`config.mk`:
```
export PLATFORM = sky130hd
export DESIGN_NAME = mae_sweep_engine
export DESIGN_NICKNAME = d
export VERILOG_FILES = /design/src/rtl/mae_sweep_engine.sv
export SDC_FILE = /design/constraint.sdc
export NUM_CORES = 1
export LEC_CHECK = 0
export ABC_AREA = 0
export CAP_MARGIN = 20
export CORE_MARGIN = 10
export CORE_UTILIZATION = 58
export CTS_BUF_LIST = sky130_fd_sc_hd__clkbuf_4 sky130_fd_sc_hd__clkbuf_8
export DETAILED_ROUTE_END_ITERATION = 8
export HOLD_SLACK_MARGIN = 0.08
export PLACE_DENSITY = 0.94
export SLEW_MARGIN = 25
export SYNTH_ARGS = -nofsm -noshare
export SYNTH_HDL_FRONTEND = slang
export SYNTH_SLANG_ARGS = --single-unit
```
`constraint.sdc`:
```
create_clock -name clk -period 6.1 [get_ports clk]
set_clock_uncertainty 0.05 [all_clocks]
set_input_delay 0.915 -clock clk [delete_from_list [all_inputs] [get_ports clk]]
set_output_delay 0.915 -clock clk [all_outputs]
set_load 0.05 [all_outputs]
```
`src/rtl/mae_sweep_engine.sv`:
```
// mae_sweep_engine
// Exhaustive error-characterisation harness for a combinational approximate
// multiplier. Walks every operand pair through the multiplier, registers the
// returned product, compares it against the exact product and accumulates
// sum / max / count of absolute error plus the first worst-case operand pair.
//
// Ports:
//   clk, rst_n          clock (rising edge), asynchronous active-low reset
//   start, abort        begin a sweep (IDLE only) / terminate a sweep
//   a_out, b_out        operands driven to the multiplier under test
//   approx_in           product returned combinationally by the multiplier
//   busy, done          sweep in progress / one-cycle completion pulse
//   results_valid       results reflect a completed sweep
//   sum_err, max_err    sum and maximum of |approx - exact|
//   err_cnt             number of pairs with nonzero error
//   mae_int             sum_err >> PW (integer MAE over all pairs)
//   wc_a, wc_b          first operand pair reaching max_err

module mae_sweep_engine #(
    parameter int unsigned WIDTH = 8,
    parameter int unsigned PW    = 2 * WIDTH,
    parameter int unsigned SUM_W = 4 * WIDTH
) (
    input  logic             clk,
    input  logic             rst_n,
    input  logic             start,
    input  logic             abort,
    output logic [WIDTH-1:0] a_out,
    output logic [WIDTH-1:0] b_out,
    input  logic [PW-1:0]    approx_in,
    output logic             busy,
    output logic             done,
    output logic             results_valid,
    output logic [SUM_W-1:0] sum_err,
    output logic [PW-1:0]    max_err,
    output logic [PW:0]      err_cnt,
    output logic [PW-1:0]    mae_int,
    output logic [WIDTH-1:0] wc_a,
    output logic [WIDTH-1:0] wc_b
);

    typedef enum logic [1:0] {StIdle, StRun, StDrain, StDone} state_e;

    state_e             state_q, state_d;
    logic [PW-1:0]      cnt_q, cnt_d;

    // S1: operands and returned product
    logic               s1_v_q, s1_v_d;
    logic [WIDTH-1:0]   s1_a_q, s1_a_d;
    logic [WIDTH-1:0]   s1_b_q, s1_b_d;
    logic [PW-1:0]      s1_p_q, s1_p_d;

    // S2: absolute error and its operands
    logic               s2_v_q, s2_v_d;
    logic [PW-1:0]      s2_diff_q, s2_diff_d;
    logic [WIDTH-1:0]   s2_a_q, s2_a_d;
    logic [WIDTH-1:0]   s2_b_q, s2_b_d;

    // S3: accumulators
    logic [SUM_W-1:0]   sum_q, sum_d;
    logic [PW-1:0]      max_q, max_d;
    logic [PW:0]        ecnt_q, ecnt_d;
    logic [WIDTH-1:0]   wca_q, wca_d;
    logic [WIDTH-1:0]   wcb_q, wcb_d;
    logic               rv_q, rv_d;

    logic [PW-1:0]      exact;
    logic [PW:0]        dfull;
    logic [PW:0]        dneg;
    logic               flush;
    logic [SUM_W-1:0]   sum_shift;

    // Exact product and |approx - exact| in PW+1-bit two's complement.
    always_comb begin
        exact = {{(PW - WIDTH){1'b0}}, s1_a_q} * {{(PW - WIDTH){1'b0}}, s1_b_q};
        dfull = {1'b0, s1_p_q} - {1'b0, exact};
        dneg  = ~dfull + {{PW{1'b0}}, 1'b1};
    end

    always_comb begin
        state_d   = state_q;
        cnt_d     = cnt_q;
        flush     = 1'b0;
        rv_d      = rv_q;

        s1_v_d    = 1'b0;
        s1_a_d    = cnt_q[PW-1:WIDTH];
        s1_b_d    = cnt_q[WIDTH-1:0];
        s1_p_d    = approx_in;

        s2_v_d    = s1_v_q;
        s2_diff_d = dfull[PW] ? dneg[PW-1:0] : dfull[PW-1:0];
        s2_a_d    = s1_a_q;
        s2_b_d    = s1_b_q;

        sum_d     = sum_q;
        max_d     = max_q;
        ecnt_d    = ecnt_q;
        wca_d     = wca_q;
        wcb_d     = wcb_q;

        unique case (state_q)
            StIdle: begin
                if (start) begin
                    state_d = StRun;
                    cnt_d   = '0;
                    rv_d    = 1'b0;
                end
            end
            StRun: begin
                if (abort) begin
                    state_d = StIdle;
                    flush   = 1'b1;
                end else begin
                    s1_v_d = 1'b1;
                    if (cnt_q == '1) begin
                        // Last pair issued; counter parks at zero.
                        cnt_d   = '0;
                        state_d = StDrain;
                    end else begin
                        cnt_d = cnt_q + {{(PW - 1){1'b0}}, 1'b1};
                    end
                end
            end
            StDrain: begin
                if (abort) begin
                    state_d = StIdle;
                    flush   = 1'b1;
                end else if (!s1_v_q && !s2_v_q) begin
                    state_d = StDone;
                    rv_d    = 1'b1;
                end
            end
            StDone: begin
                state_d = StIdle;
            end
            default: begin
                state_d = StIdle;
            end
        endcase

        if (flush) begin
            s2_v_d = 1'b0;
        end

        // Accumulation; an aborting edge freezes the partial results.
        if (s2_v_q && !flush) begin
            sum_d = sum_q + SUM_W'(s2_diff_q);
            if (s2_diff_q != '0) begin
                ecnt_d = ecnt_q + {{PW{1'b0}}, 1'b1};
            end
            if (s2_diff_q > max_q) begin
                max_d = s2_diff_q;
                wca_d = s2_a_q;
                wcb_d = s2_b_q;
            end
        end

        // Start clears the accumulators (pipeline is empty in IDLE).
        if (state_q == StIdle && start) begin
            sum_d  = '0;
            max_d  = '0;
            ecnt_d = '0;
            wca_d  = '0;
            wcb_d  = '0;
        end
    end

    always_ff @(posedge clk or negedge rst_n) begin
        if (!rst_n) begin
            state_q   <= StIdle;
            cnt_q     <= '0;
            s1_v_q    <= 1'b0;
            s1_a_q    <= '0;
            s1_b_q    <= '0;
            s1_p_q    <= '0;
            s2_v_q    <= 1'b0;
            s2_diff_q <= '0;
            s2_a_q    <= '0;
            s2_b_q    <= '0;
            sum_q     <= '0;
            max_q     <= '0;
            ecnt_q    <= '0;
            wca_q     <= '0;
            wcb_q     <= '0;
            rv_q      <= 1'b0;
        end else begin
            state_q   <= state_d;
            cnt_q     <= cnt_d;
            s1_v_q    <= s1_v_d;
            s1_a_q    <= s1_a_d;
            s1_b_q    <= s1_b_d;
            s1_p_q    <= s1_p_d;
            s2_v_q    <= s2_v_d;
            s2_diff_q <= s2_diff_d;
            s2_a_q    <= s2_a_d;
            s2_b_q    <= s2_b_d;
            sum_q     <= sum_d;
            max_q     <= max_d;
            ecnt_q    <= ecnt_d;
            wca_q     <= wca_d;
            wcb_q     <= wcb_d;
            rv_q      <= rv_d;
        end
    end

    always_comb begin
        sum_shift = sum_q >> PW;
        mae_int   = sum_shift[PW-1:0];
    end

    assign a_out         = cnt_q[PW-1:WIDTH];
    assign b_out         = cnt_q[WIDTH-1:0];
    assign busy          = (state_q == StRun) || (state_q == StDrain);
    assign done          = (state_q == StDone);
    assign results_valid = rv_q;
    assign sum_err       = sum_q;
    assign max_err       = max_q;
    assign err_cnt       = ecnt_q;
    assign wc_a          = wca_q;
    assign wc_b          = wcb_q;

endmodule

```
* Word level (Yosys, flattened, before mapping)
Index checks and enable logic that the tools add are counted.
** Storage, ports and cells
- Register bits after elaboration :: 166
- Output and inout port bits :: 116
- Input bits :: 20
- Word-level logic and storage cells :: 88
** Cells by class
- Bitwise logic cells :: 1
- $add $sub $neg :: 5
- $lt $le $gt $ge :: 1
- Reduce and logical (&&, ||, !) cells :: 20
- Equal/unequal tests :: 10
- Multiply operators :: 1
- Muxes and demuxes :: 34
** Operators with widths (number)
- 16-bit two-way mux :: 7
- 32-bit two-way mux :: 2
- 17-bit two-way mux :: 3
- 8-bit two-way mux :: 6
- 16-bit by 1-bit adder with 16-bit output (second input constant) :: 2
- 32-bit by 16-bit adder with 32-bit output :: 1
- 16-bit one-hot mux with 2 select lines :: 1
- 17-bit by 1-bit adder with 17-bit output (second input constant) :: 1
- 16-bit by 16-bit subtractor with 17-bit output :: 1
- 16-bit == test (second input constant) :: 1
- 16-bit greater-than comparator :: 1
- 8-bit by 8-bit multiplier with 16-bit output :: 1
- 16-bit NOT :: 1
- 16-bit nonzero test :: 1
- 2-bit two-way mux :: 5
- 2-bit nonzero test :: 5
- 1-bit two-way mux :: 8
- 2-bit != test (second input constant) :: 4
- 2-bit one-hot mux with 4 select lines :: 1
- 3-bit != test (second input constant) :: 2
- 3-bit AND reduction :: 2
- 2-bit == test (second input constant) :: 2
- 2-bit AND reduction :: 2
- 4-bit AND reduction :: 1
- other kinds (7) :: 11

* Logic depth before layout (Yosys ltp)
Gate-level depths: netlist (run 1).
- Word-level depth :: 7
- Mapped depth :: 21
- Mapped depth without buffers :: 18

* Least setup slack after synthesis (run 1)
OpenSTA, ideal clock, no wires.
- Path kind :: reg-to-reg
- From :: reg s1_b_q[4]
- To :: reg s2_diff_q[15]
- Setup slack :: 951 ps
- Period minus slack after synthesis :: 5149 ps
- Cell stages (with the launch flop) :: 19
- Data required time :: 5927 ps
- Path buffers :: 1
- Arrival :: 4976 ps
- Setup time :: 123 ps
- Cell sequence :: dfrtp_1 -> and2_1 -> fa_1 -> inv_1 -> fa_1 -> fa_1 -> inv_1 -> fa_1 -> inv_1 -> ha_1 -> buf_6 -> and4_4 -> a32o_1 -> a31o_2 -> a211oi_1 -> o221ai_1 -> a2111oi_4 -> a2bb2oi_2 -> nor2_1
** On the way
- Longest elaborated chain between the ends :: 5
** Ends and longest elaborated chain
- start: declaration :: RTL line 50 : logic [WIDTH-1:0] s1_b_q, s1_b_d;
- start signal: assignment :: RTL line 175 : s1_b_q <= '0;
- start signal: assignment :: RTL line 192 : s1_b_q <= s1_b_d;
- 8-bit by 8-bit multiplier with 16-bit output (*) :: RTL line 75 : exact = {{(PW - WIDTH){1'b0}}, s1_a_q} * {{(PW - WIDTH){1'b0}}, s1_b_q};
- 16-bit by 16-bit subtractor with 17-bit output (*) :: RTL line 76 : dfull = {1'b0, s1_p_q} - {1'b0, exact};
- 16-bit NOT :: RTL line 77 : dneg = ~dfull + {{PW{1'b0}}, 1'b1};
- 16-bit by 1-bit adder with 16-bit output :: RTL line 77
- 16-bit two-way mux (*) :: RTL line 92 : s2_diff_d = dfull[PW] ? dneg[PW-1:0] : dfull[PW-1:0];
- named net s2_diff_d[15] :: RTL line 55 : logic [PW-1:0] s2_diff_q, s2_diff_d;
- end signal: assignment :: RTL line 195 : s2_diff_q <= s2_diff_d;
- end: declaration :: RTL line 55
The timed path passes the listed nets; every way through them passes the cells marked *.
A chain may end at the register's enable or synchronous reset.

* Final worst setup path (run 1)
Ends and elaborated chain as after synthesis.

==> results.md, run 1 <==
- Status: finished clean
- Peak supply drop: around 0.26 mV
- CTS tree: done
- Top cells by count, synth: dfrtp_1, inv_1, nand2_1, o21ai_0, a21oi_1
- WP data required: ~6.4 ns
- Die W: about 160 µm
- GR Util met1: a little over a quarter
- Seq/Total Area, Yosys: 38.0%
- Met2 usage: between 30 and 40%
- Async SR Flop Fraction: 100%
- Dpl hpwl: a little over 20000 µm
- Die area: 24800 µm²
- Die Height: 157 µm
- GR Layer Usage met3: 4.12%
- Post-route ant nets: 0
- # hold bufs at CTS: 0
- Filler cells: between 1000 and 1500
- Mapped Area: about 11000 µm²
- Largest net degree at the start of global routing: just under 100
- Psw: between 1.5 and 2 mW
- Crit-path most repeated cell: fa_1
- Critical path arrival: between 6 and 7 ns
- Final #Nets: between 1000 and 1500
- Initial antenna violation count: 0
- Worst R2R Start: s1_b_q[4]$_DFF_PN0_
- Routed Wire Length: 26500 µm
- Top cells by area, synth: dfrtp_1, fa_1, ha_1, inv_1, o21ai_0
- Vias: approximately 9100
- Global-route wire length before repair: approximately 43000 µm
- Clock Latency Late Sink: 0.47 ns
- Residual DRC: 0
- Port buffer count: between 100 and 150
- Post-CTS resize count: 0
- Synth top area share: a little under two fifths
- Sinks on Clock Net: around 170
- Footprint of the multi-input gates: 6020 µm²
- Switching Share: 44.7%
- Worst-path clk slew: 0.10 ns
- # H-tree levels: 4
- Pleak: around 5.6 nW
- Core ar.: approximately 19000 µm²
- Max-cap viol count: 0
- Number of synthesized register bits: 166
- Sequential share of power: 35.5%
- Fin crit share: 94.1%
- Clock buffer depth: 2
- Hold crit path type: flip-flop to flip-flop
- Post-Syn Instances: approximately 1200
- Cell internal pwr: around 2.2 mW
- Crit path from: s1_b_q[4]$_DFF_PN0_
- Setup Crit Path Kind: flip-flop to flip-flop
- Setup bufs post-CTS: 0
- Area growth syn-to-layout: 16.6%
- Total GRT Usage: 21.4%
- Clk pwr share: between 20 and 25%
- First-pass iteration count of the detailed router: 5
- Ys Warns: 0
- Slew at the pin closest to its max-slew limit: 0.948 ns
- Endpoints failing hold: 0
- Iteration-0 DRC Markers: 621
- Slowest stage delay, CP: 0.59 ns
- Synth Flop Type: dfrtp_1
- Pins over their slew limit: 0
- Fmax: roughly 0.17 GHz
- Root buf cell: clkbuf_8
- Initial core utilization: between 50% and 60%
- Gate power share: 44.4%
- Largest area contributor in the netlist: dfrtp_1
- Cell chain of the critical path: and2_1, fa_1, inv_1, fa_1, fa_1, inv_1, fa_1, inv_1, ha_1, and4_4, a32o_1, a31o_2, a211oi_1, o221ai_1, a2111oi_4, a2bb2oi_2, nor2_1
- Fin crit period: 5.74 ns
- Post-synth EDFFs: 0
- Overflow after GRT: 0
- Power Density: about 310 nW/µm²
- Mapped Nets: between 1000 and 1500
- Delay-heaviest family, CP: adder cells
- Routed wire per std cell: approximately 17 µm
- Post-layout power: ~3.9 mW
- Worst path bufs/invs: 3
- Crit-path slowest cell: a211oi_1
- DR vias/cell: 5.97
- Crit path capture type: flip-flop
- Setup Viol. Count Final: 0
- Vias in the first global route: just under 9000
- Antenna diodes: 0
- RD Place Congestion: ~0.93
- RSZ-0062 raised after global routing: no
- Final core utilization: just under 70%
- Row cnt: 50
- Layer with the highest usage: met2
- Max-slew headroom: 36.8%
- Syn Area/Cell: approximately 9.3 µm²
- Top-count cell post-synth: dfrtp_1
- Reg area: 4150 µm²
- I/O pins: between 100 and 150
- Crit path launch type: flip-flop
- Worst Hold Launch: cnt_q[15]$_DFFE_PN0P_
- Layout cells sized above 1: between 4 and 5%
- CP max FO: 11
- Post-synth cell types: 71
- Inserted Clock Buffers: 17
- Setup tns final: 0 ns
==> worst reg2reg max path: stages, from the launching register on <==
cell	delay, ns
dfrtp_1	0.49
and2_1	0.22
fa_1	0.53
inv_1	0.05
fa_1	0.47
fa_1	0.55
inv_1	0.06
fa_1	0.52
inv_1	0.04
ha_1	0.43
and4_4	0.27
a32o_1	0.23
a31o_2	0.22
a211oi_1	0.59
o221ai_1	0.33
a2111oi_4	0.38
a2bb2oi_2	0.15
nor2_1	0.06
==> placed cells by master (no fill, tap or decap), types with 4 or more instances in the layout <==
master	instances
nor2b_1	10
inv_1	131
nor3_1	19
a31oi_1	6
nor2_1	65
ha_1	80
or2_2	6
clkdlybuf4s50_1	134
or3_1	19
and3_1	7
o21a_1	6
and2_1	35
nand4_1	17
o211ai_1	5
dfrtp_1	166
nand3_1	57
a211oi_1	10
o31ai_1	8
clkbuf_8	18
mux2i_1	5
xor2_1	19
fa_1	52
a21oi_1	83
a21o_1	12
inv_6	4
xnor2_1	27
nand2b_1	9
o21ai_0	86
nand2_1	106
buf_4	8
and4_1	4
nor4_1	7
==> final cells by class <==
class / count / area share, %
clock inverter: 13 / 1.10
sequential: 166 / 32.5
clock buffer: 18 / 1.94
inverter: 131 / 3.85
tap: 234 / 2.29
multi-input combinational: 820 / 47.2
timing repair buffer: 143 / 11.1
==> power by group through the flow <==
stage	combinational, mW	sequential (mW)	clock [mW]
2_1_floorplan	0.950	1.66	0
3_5_place_dp	1.72	1.42	0
4_1_cts	1.74	1.39	0.804
3_3_place_gp	1.65	1.41	0
6_report	1.75	1.40	0.793
5_1_grt	1.90	1.42	0.852
==> logic make-up (layout without fill, tap and decap cells) <==
| logic type | after synthesis | in the layout | synth area share, % |
|---|---|---|---|
| flip-flops | 166 | 166 | 38.0 |
| buffers and inverters | 186 | 305 | 7.11 |
| multiplexers | 5 | 5 | 0.457 |
| AO/OA/AOI/OAI | 261 | 261 | 15.1 |
| AND/OR/NAND/NOR | 376 | 376 | 17.1 |
| adder cells (fa/ha/maj) | 132 | 132 | 18.7 |
| XOR/XNOR | 46 | 46 | 3.68 |
==> per-stage QoR <==
stage	worst slack [ns]	cell area (µm²)	instances	hold slack [ns]
CTS	0.430	12800	1525	0.440
floorplan	0.951	10900	1172	0.302
finish	0.361	12800	1525	0.444
detailed placement	0.457	12400	1494	0.413
global route	0.0886	12800	1525	0.455
global placement	0.584	12400	1494	0.419
==> registers in the layout, indices dropped and copies added, names as in the netlist, 16 cells and up <==
register   count
s2_diff_q     16
s1_p_q        16
max_err       16
cnt_q         16
err_cnt       17
sum_err       32
==> worst paths after layout <==
path	cells after the start	endpoint	slack [ns]
setup / recovery	17	s2_diff_q[15]$_DFF_PN0_	0.36
hold / removal	0	s1_a_q[7]$_DFF_PN0_	0.44
setup reg to reg	17	s2_diff_q[15]$_DFF_PN0_	0.36
hold reg to reg	0	s1_a_q[7]$_DFF_PN0_	0.44
max in group asynchronous	2	s1_p_q[12]$_DFF_PN0_	4.12
min in group asynchronous	1	sum_err[1]$_DFFE_PN0P_	0.45
==> per-layer routing <==
layer  share of wire [%]  vias to the layer above
met5                   0                        -
met4                 2.6                        0
met3                 7.6                       58
met2                  49                      364
met1                  41                     4481
li1                    -                     4208
No activity file was read; power rests on OpenSTA's default activity.
==> inputs of run 2 (changes only) <==
--- a/config.mk
+++ b/config.mk
@@ -8,11 +8,11 @@
 export ABC_AREA = 0
 export CAP_MARGIN = 20
 export CORE_MARGIN = 10
-export CORE_UTILIZATION = 58
-export CTS_BUF_LIST = sky130_fd_sc_hd__clkbuf_4 sky130_fd_sc_hd__clkbuf_8
+export CORE_UTILIZATION = 45
 export DETAILED_ROUTE_END_ITERATION = 8
+export GPL_TIMING_DRIVEN = 0
 export HOLD_SLACK_MARGIN = 0.08
-export PLACE_DENSITY = 0.94
+export PLACE_DENSITY = 0.78
 export SLEW_MARGIN = 25
 export SYNTH_ARGS = -nofsm -noshare
 export SYNTH_HDL_FRONTEND = slang
==> results.md, run 2 (synthesis gave the netlist of run 1 again) <==
- Status: finished clean (unchanged)
- Gate power share: 40.9% (was 44.4%)
- Clock buffer depth: 2 (unchanged)
- Residual DRC: 0 (unchanged)
- # H-tree levels: 4 (unchanged)
- Row cnt: 57 (was 50)
- WP data required: 6.39 ns (was 6.41 ns)
- Die area: 31000 µm² (was 24800 µm²)
- I/O pins: 136 (unchanged)
- Crit path launch type: flip-flop (unchanged)
- Core ar.: 24100 µm² (was 18600 µm²)
- Peak supply drop: 0.193 mV (was 0.255 mV)
- Post-CTS resize count: 0 (unchanged)
- Fin crit period: 5.64 ns (was 5.74 ns)
- Critical path arrival: 5.93 ns (was 6.05 ns)
- Pins over their slew limit: 0 (unchanged)
- Switching Share: 42.9% (was 44.7%)
- Filler cells: 2149 (was 1401)
- RD Place Congestion: 0.878 (was 0.931)
- Post-layout power: 4.33 mW (was 3.95 mW)
- Dpl hpwl: 21500 µm (was 20200 µm)
- Reg area: 4150 µm² (unchanged)
- Cell internal pwr: 2.47 mW (was 2.18 mW)
- Endpoints failing hold: 0 (unchanged)
- Die Height: 176 µm (was 157 µm)
- Final #Nets: 1479 (was 1431)
- # hold bufs at CTS: 0 (unchanged)
- Hold crit path type: flip-flop to flip-flop (unchanged)
- Psw: 1.86 mW (was 1.77 mW)
- Root buf cell: clkbuf_16 (was clkbuf_8)
- Iteration-0 DRC Markers: 698 (was 621)
- Setup Viol. Count Final: 0 (unchanged)
- Overflow after GRT: 0 (unchanged)
- Largest net degree at the start of global routing: 93 (was 97)
- Routed wire per std cell: 16.9 µm (was 17.4 µm)
- Total GRT Usage: 18.3% (was 21.4%)
- Area growth syn-to-layout: 22.2% (was 16.6%)
- Setup bufs post-CTS: 0 (unchanged)
- Fmax: 0.177 GHz (was 0.174 GHz)
- Antenna diodes: 0 (unchanged)
- Initial antenna violation count: 0 (unchanged)
- Crit path capture type: flip-flop (unchanged)
- Pleak: 5.84 nW (was 5.59 nW)
- Max-slew headroom: 46.3% (was 36.8%)
- Vias in the first global route: 9402 (was 8946)
- Clock Latency Late Sink: 0.44 ns (was 0.47 ns)
- Sequential share of power: 32.5% (was 35.5%)
- Slew at the pin closest to its max-slew limit: 0.806 ns (was 0.948 ns)
- Clk pwr share: 26.6% (was 20.1%)
- Initial core utilization: 45.4% (was 58.7%)
- RSZ-0062 raised after global routing: no (unchanged)
- Routed Wire Length: 28100 µm (was 26500 µm)
- Global-route wire length before repair: 46800 µm (was 43400 µm)
- Die W: 176 µm (was 157 µm)
- Most common cell after layout, fill and taps aside: dfrtp_1 (unchanged)
- Cells after DPL: 1632 (was 1494)
- Power Density: 324 nW/µm² (was 309 nW/µm²)
- Fin crit share: 92.5% (was 94.1%)
- Sinks on Clock Net: 166 (unchanged)
- Layout cells sized above 1: 5.75% (was 4.96%)
- Commonest non-fill, non-tap cells in the layout: dfrtp_1, clkdlybuf4s50_1, inv_1 (unchanged)
- Largest register FFs: 32 (unchanged)
- CTS tree: done (unchanged)
- Setup Crit Path Kind: flip-flop to flip-flop (unchanged)
- CP max FO: 10 (was 11)
- Post-route insts no fill: 1664 (was 1525)
- Port buffer count: 135 (unchanged)
- First-pass iteration count of the detailed router: 5 (unchanged)
- Inserted Clock Buffers: 17 (unchanged)
- Footprint of the multi-input gates: 6020 µm² (about the same)
- Worst-path clk slew: 0.07 ns (was 0.10 ns)
- Post-route ant nets: 0 (unchanged)
- DR vias/cell: 5.50 (was 5.97)
- Vias: 9149 (was 9111)
- Max-cap viol count: 0 (unchanged)
run 2: changes by cell type in the layout (fill, tap and decap cells not counted), moves of 2 or more:
cell	change
clkbuf_1	+33
clkbuf_8	-18
clkbuf_16	+17
buf_4	+8
buf_2	+4
inv_6	-3
clkinv_4	+2
clkinv_8	+2
clkinvlp_4	-2
inv_8	+2
run 2: metrics by stage:
step           hold slack (ns)  setup TNS [ns]  util [%]  area, µm²  setup slack (ns)
2_1_floorplan            0.302               0         -      10900             0.951
3_3_place_gp             0.310         -406.89      52.7      12700             -2.47
3_5_place_dp             0.315               0      52.8      12700             0.333
4_1_cts                  0.331               0      55.5      13400             0.311
5_1_grt                  0.358               0      55.5      13400             0.175
6_report                 0.330               0      55.5      13400             0.456
run 2: critical path, stage by stage, from the launching register on:
cell      delay [ns]
dfrtp_1         0.34
clkbuf_1        0.35
nand2_1         0.13
fa_1            0.48
fa_1            0.52
fa_1            0.54
inv_1           0.05
fa_1            0.54
inv_1           0.04
ha_1            0.31
buf_6           0.15
a21oi_1         0.22
nand2_1         0.10
o21a_1          0.22
or3_4           0.41
and4_4          0.20
a211oi_4        0.41
buf_6           0.22
a211oi_1        0.06
nor2_1          0.19
run 2: routing by layer:
| layer | vias up | wire length (µm) | GRT usage [%] | share of wire (%) |
|---|---|---|---|---|
| met3 | 36 | 1860 | 3.78 | 6.6 |
| met1 | 4476 | 12100 | 23.0 | 43 |
| met4 | 0 | 410 | 5.05 | 1.5 |
| met5 | - | 0 | 0 | 0 |
| li1 | 4308 | - | - | - |
| met2 | 329 | 13700 | 31.4 | 49 |
run 2: power by group through the flow:
stage / combinational, mW / clock [mW] / sequential [mW]
2_1_floorplan: 0.950 / 0 / 1.66
3_3_place_gp: 1.71 / 0 / 1.42
3_5_place_dp: 1.76 / 0 / 1.42
5_1_grt: 1.96 / 1.21 / 1.43
4_1_cts: 1.78 / 1.18 / 1.40
6_report: 1.77 / 1.15 / 1.41
run 2: final timing paths:
path	start	to	slack, ns	depth (start not counted)
worst max-delay path	s1_a_q[2]$_DFF_PN0_	s2_diff_q[15]$_DFF_PN0_	0.46	19
worst min-delay path	s1_a_q[2]$_DFF_PN0_	s2_a_q[2]$_DFF_PN0_	0.33	0
worst max register to register	s1_a_q[2]$_DFF_PN0_	s2_diff_q[15]$_DFF_PN0_	0.46	19
worst min register to register	s1_a_q[2]$_DFF_PN0_	s2_a_q[2]$_DFF_PN0_	0.33	0
max in group asynchronous	rst_n	sum_err[31]$_DFFE_PN0P_	4.73	2
min in group asynchronous	rst_n	cnt_q[7]$_DFFE_PN0P_	0.39	1
run 2: layout make-up:
| class | instances | area share, % |
|---|---|---|
| Multi-Input combinational cell | 820 | 45.0 |
| Sequential cell | 166 | 31.1 |
| Timing Repair Buffer | 136 | 10.3 |
| Inverter | 131 | 3.68 |
| Clock buffer | 17 | 3.18 |
| Tap cell | 324 | 3.03 |
| Buffer | 55 | 2.14 |
| Clock inverter | 15 | 1.59 |
==> inputs of run 3 (changes only) <==
--- a/config.mk
+++ b/config.mk
@@ -9,9 +9,10 @@
 export CAP_MARGIN = 20
 export CORE_MARGIN = 10
 export CORE_UTILIZATION = 45
+export CTS_BUF_LIST = sky130_fd_sc_hd__clkbuf_8
 export DETAILED_ROUTE_END_ITERATION = 8
 export GPL_TIMING_DRIVEN = 0
-export HOLD_SLACK_MARGIN = 0.08
+export HOLD_SLACK_MARGIN = 0.1
 export PLACE_DENSITY = 0.78
 export SLEW_MARGIN = 25
 export SYNTH_ARGS = -nofsm -noshare
==> results.md, run 3 (synthesis gave the netlist of run 1 again) <==
- Status: finished clean (unchanged)
- Setup Slack @ Placement: 0.333 ns (unchanged)
- Setup Viol. Count Final: 0 (unchanged)
- Root buf cell: clkbuf_8 (was clkbuf_16)
- Routed Wire Length: 28000 µm (was 28100 µm)
- Fin crit period: 5.68 ns (was 5.64 ns)
- Final worst slack: 0.422 ns (was 0.456 ns)
- Dpl hpwl: 21500 µm (unchanged)
- Total GRT Usage: 18.1% (was 18.3%)
- Max-cap viol count: 0 (unchanged)
- Fmax: 0.176 GHz (was 0.177 GHz)
- RSZ-0062 raised after global routing: no (unchanged)
- Slowest stage delay, CP: 0.54 ns (about the same)
- Core ar.: 24100 µm² (unchanged)
- Sinks on Clock Net: 166 (unchanged)
- Residual DRC: 0 (unchanged)
- WP data required: 6.43 ns (was 6.39 ns)
- Crit path launch type: flip-flop (unchanged)
- Filler cells: 2184 (was 2149)
- Critical path arrival: 6.01 ns (was 5.93 ns)
- DP Area: 12700 µm² (unchanged)
- Clock buffer depth: 2 (unchanged)
- Initial core utilization: 45.4% (unchanged)
- Reg area: 4150 µm² (unchanged)
- First-pass iteration count of the detailed router: 5 (unchanged)
- Layout cells sized above 1: 5.75% (unchanged)
- Setup Crit Path Kind: flip-flop to flip-flop (unchanged)
- Footprint of the multi-input gates: 6020 µm² (unchanged)
- Pins over their slew limit: 0 (unchanged)
- Final #Nets: 1479 (unchanged)
- Final Instance Area: 13200 µm² (was 13400 µm²)
- Most common cell after layout, fill and taps aside: dfrtp_1 (unchanged)
- CTS tree: done (unchanged)
- Die area: 31000 µm² (unchanged)
- Fin crit share: 93.1% (was 92.5%)
- Routed wire per std cell: 16.8 µm (was 16.9 µm)
- Port buffer count: 135 (unchanged)
- Endpoints failing hold: 0 (unchanged)
- CP max FO: 10 (unchanged)
- R2R cell count: 19 (unchanged)
- Largest net degree at the start of global routing: 93 (unchanged)
- Overflow after GRT: 0 (unchanged)
- Crit path from: s1_a_q[2]$_DFF_PN0_ (unchanged)
- Global-route wire length before repair: 46400 µm (was 46800 µm)
- Largest register FFs: 32 (unchanged)
- Iteration-0 DRC Markers: 738 (was 698)
- # H-tree levels: 4 (unchanged)
- Reg-to-reg slack, setup: 0.42 ns (was 0.46 ns)
- RR Endpoint: s2_diff_q[15]$_DFF_PN0_ (unchanged)
- Crit-path most repeated cell: fa_1 (unchanged)
- Hold crit path type: primary input to async pin (was flip-flop to flip-flop)
- Max-slew headroom: 47.7% (was 46.3%)
- I/O pins: 136 (unchanged)
- Die Height: 176 µm (unchanged)
- Die W: 176 µm (unchanged)
- Post-route ant nets: 0 (unchanged)
- Peak supply drop: 0.193 mV (about the same)
- Power Density: 308 nW/µm² (was 324 nW/µm²)
- Row cnt: 57 (unchanged)
- Worst R2R Start: s1_a_q[2]$_DFF_PN0_ (unchanged)
- Commonest non-fill, non-tap cells in the layout: dfrtp_1, clkdlybuf4s50_1, inv_1 (unchanged)
- Worst-path clk slew: 0.10 ns (was 0.07 ns)
- RD Place Congestion: 0.878 (unchanged)
- Crit-path slowest cell: fa_1 (unchanged)
- Clock Latency Late Sink: 0.48 ns (was 0.44 ns)
- Initial antenna violation count: 0 (unchanged)
- Vias: 9126 (was 9149)
- Pleak: 5.75 nW (was 5.84 nW)
- # hold bufs at CTS: 0 (unchanged)
- Area growth syn-to-layout: 20.5% (was 22.2%)
- Slew at the pin closest to its max-slew limit: 0.784 ns (was 0.806 ns)
- Vias in the first global route: 9286 (was 9402)
- Crit path capture type: flip-flop (unchanged)
- Inserted Clock Buffers: 17 (unchanged)
- DR vias/cell: 5.48 (was 5.50)
- Cell chain of the critical path: clkbuf_1, nand2_1, fa_1, fa_1, fa_1, inv_1, fa_1, inv_1, ha_1, buf_6, a21oi_1, nand2_1, o21a_1, or3_4, and4_4, a211oi_4, buf_6, a211oi_1, nor2_1 (unchanged)
-- run 3: per-layer routing --
metal	vias to the layer above	routed length [µm]	global-route usage, %	part of all wire, %
met5	-	0	0	0
met4	0	350	4.24	1.3
met3	35	1720	3.82	6.1
met2	294	13500	31.1	48
met1	4466	12400	23.0	44
li1	4331	-	-	-
-- run 3: timing repair --
action / 4_1_cts / 5_1_grt
setup buffers: 0 / 0
endpoints found under the setup margin: 0 / 1
endpoints found under the hold margin: 0 / 0
resized for setup: 0 / 1
-- run 3: final cells by class --
class                   instances  share of cell area, %
diodes                          1                 0.0190
plain buffers                  55                   2.17
clock buffers                  17                   1.77
clock inverters                15                   1.61
inverters                     131                   3.73
multi-input cells             820                   45.6
flip-flops and latches        166                   31.5
well taps                     324                   3.07
repair buffers                136                   10.5
-- run 3: critical path, delay by kind of cell (launching register included) --
family	cells	cell delay, ns
simple gates	5	1.03
flops	1	0.36
compound gates	4	0.93
fa+ha+maj	5	2.39
buf+inv	5	0.82
-- run 3: through the flow --
stage          TNS (ns)  hold WS, ns  std cells  power (mW)  util, %
2_1_floorplan         0        0.302       1172        2.61        -
3_3_place_gp    -406.89        0.310       1631        3.12     52.7
3_5_place_dp          0        0.315       1632        3.18     52.8
4_1_cts               0        0.338       1664        4.07     54.7
5_1_grt               0        0.367       1664        4.32     54.7
6_report              0        0.340       1665        4.06     54.7
-- run 3: worst max-delay path by stage --
| stage | end | slack (ns) | cells past startpoint |
|---|---|---|---|
| after detailed placement | s2_diff_q[15]$_DFF_PN0_ | 0.33 | 18 |
| after floorplan | s2_diff_q[15]$_DFF_PN0_ | 0.95 | 18 |
| after CTS | s2_diff_q[15]$_DFF_PN0_ | 0.31 | 18 |
| after global routing | s2_diff_q[15]$_DFF_PN0_ | 0.16 | 19 |
| final | s2_diff_q[15]$_DFF_PN0_ | 0.42 | 19 |
| after global placement | sum_err[2]$_DFFE_PN0P_ | -2.47 | 1 |
-- run 3: power breakdown --
part           internal (mW)  switching (mW)
registers               1.24           0.166
logic                  0.600            1.17
clock network          0.393           0.491
total                   2.23            1.82
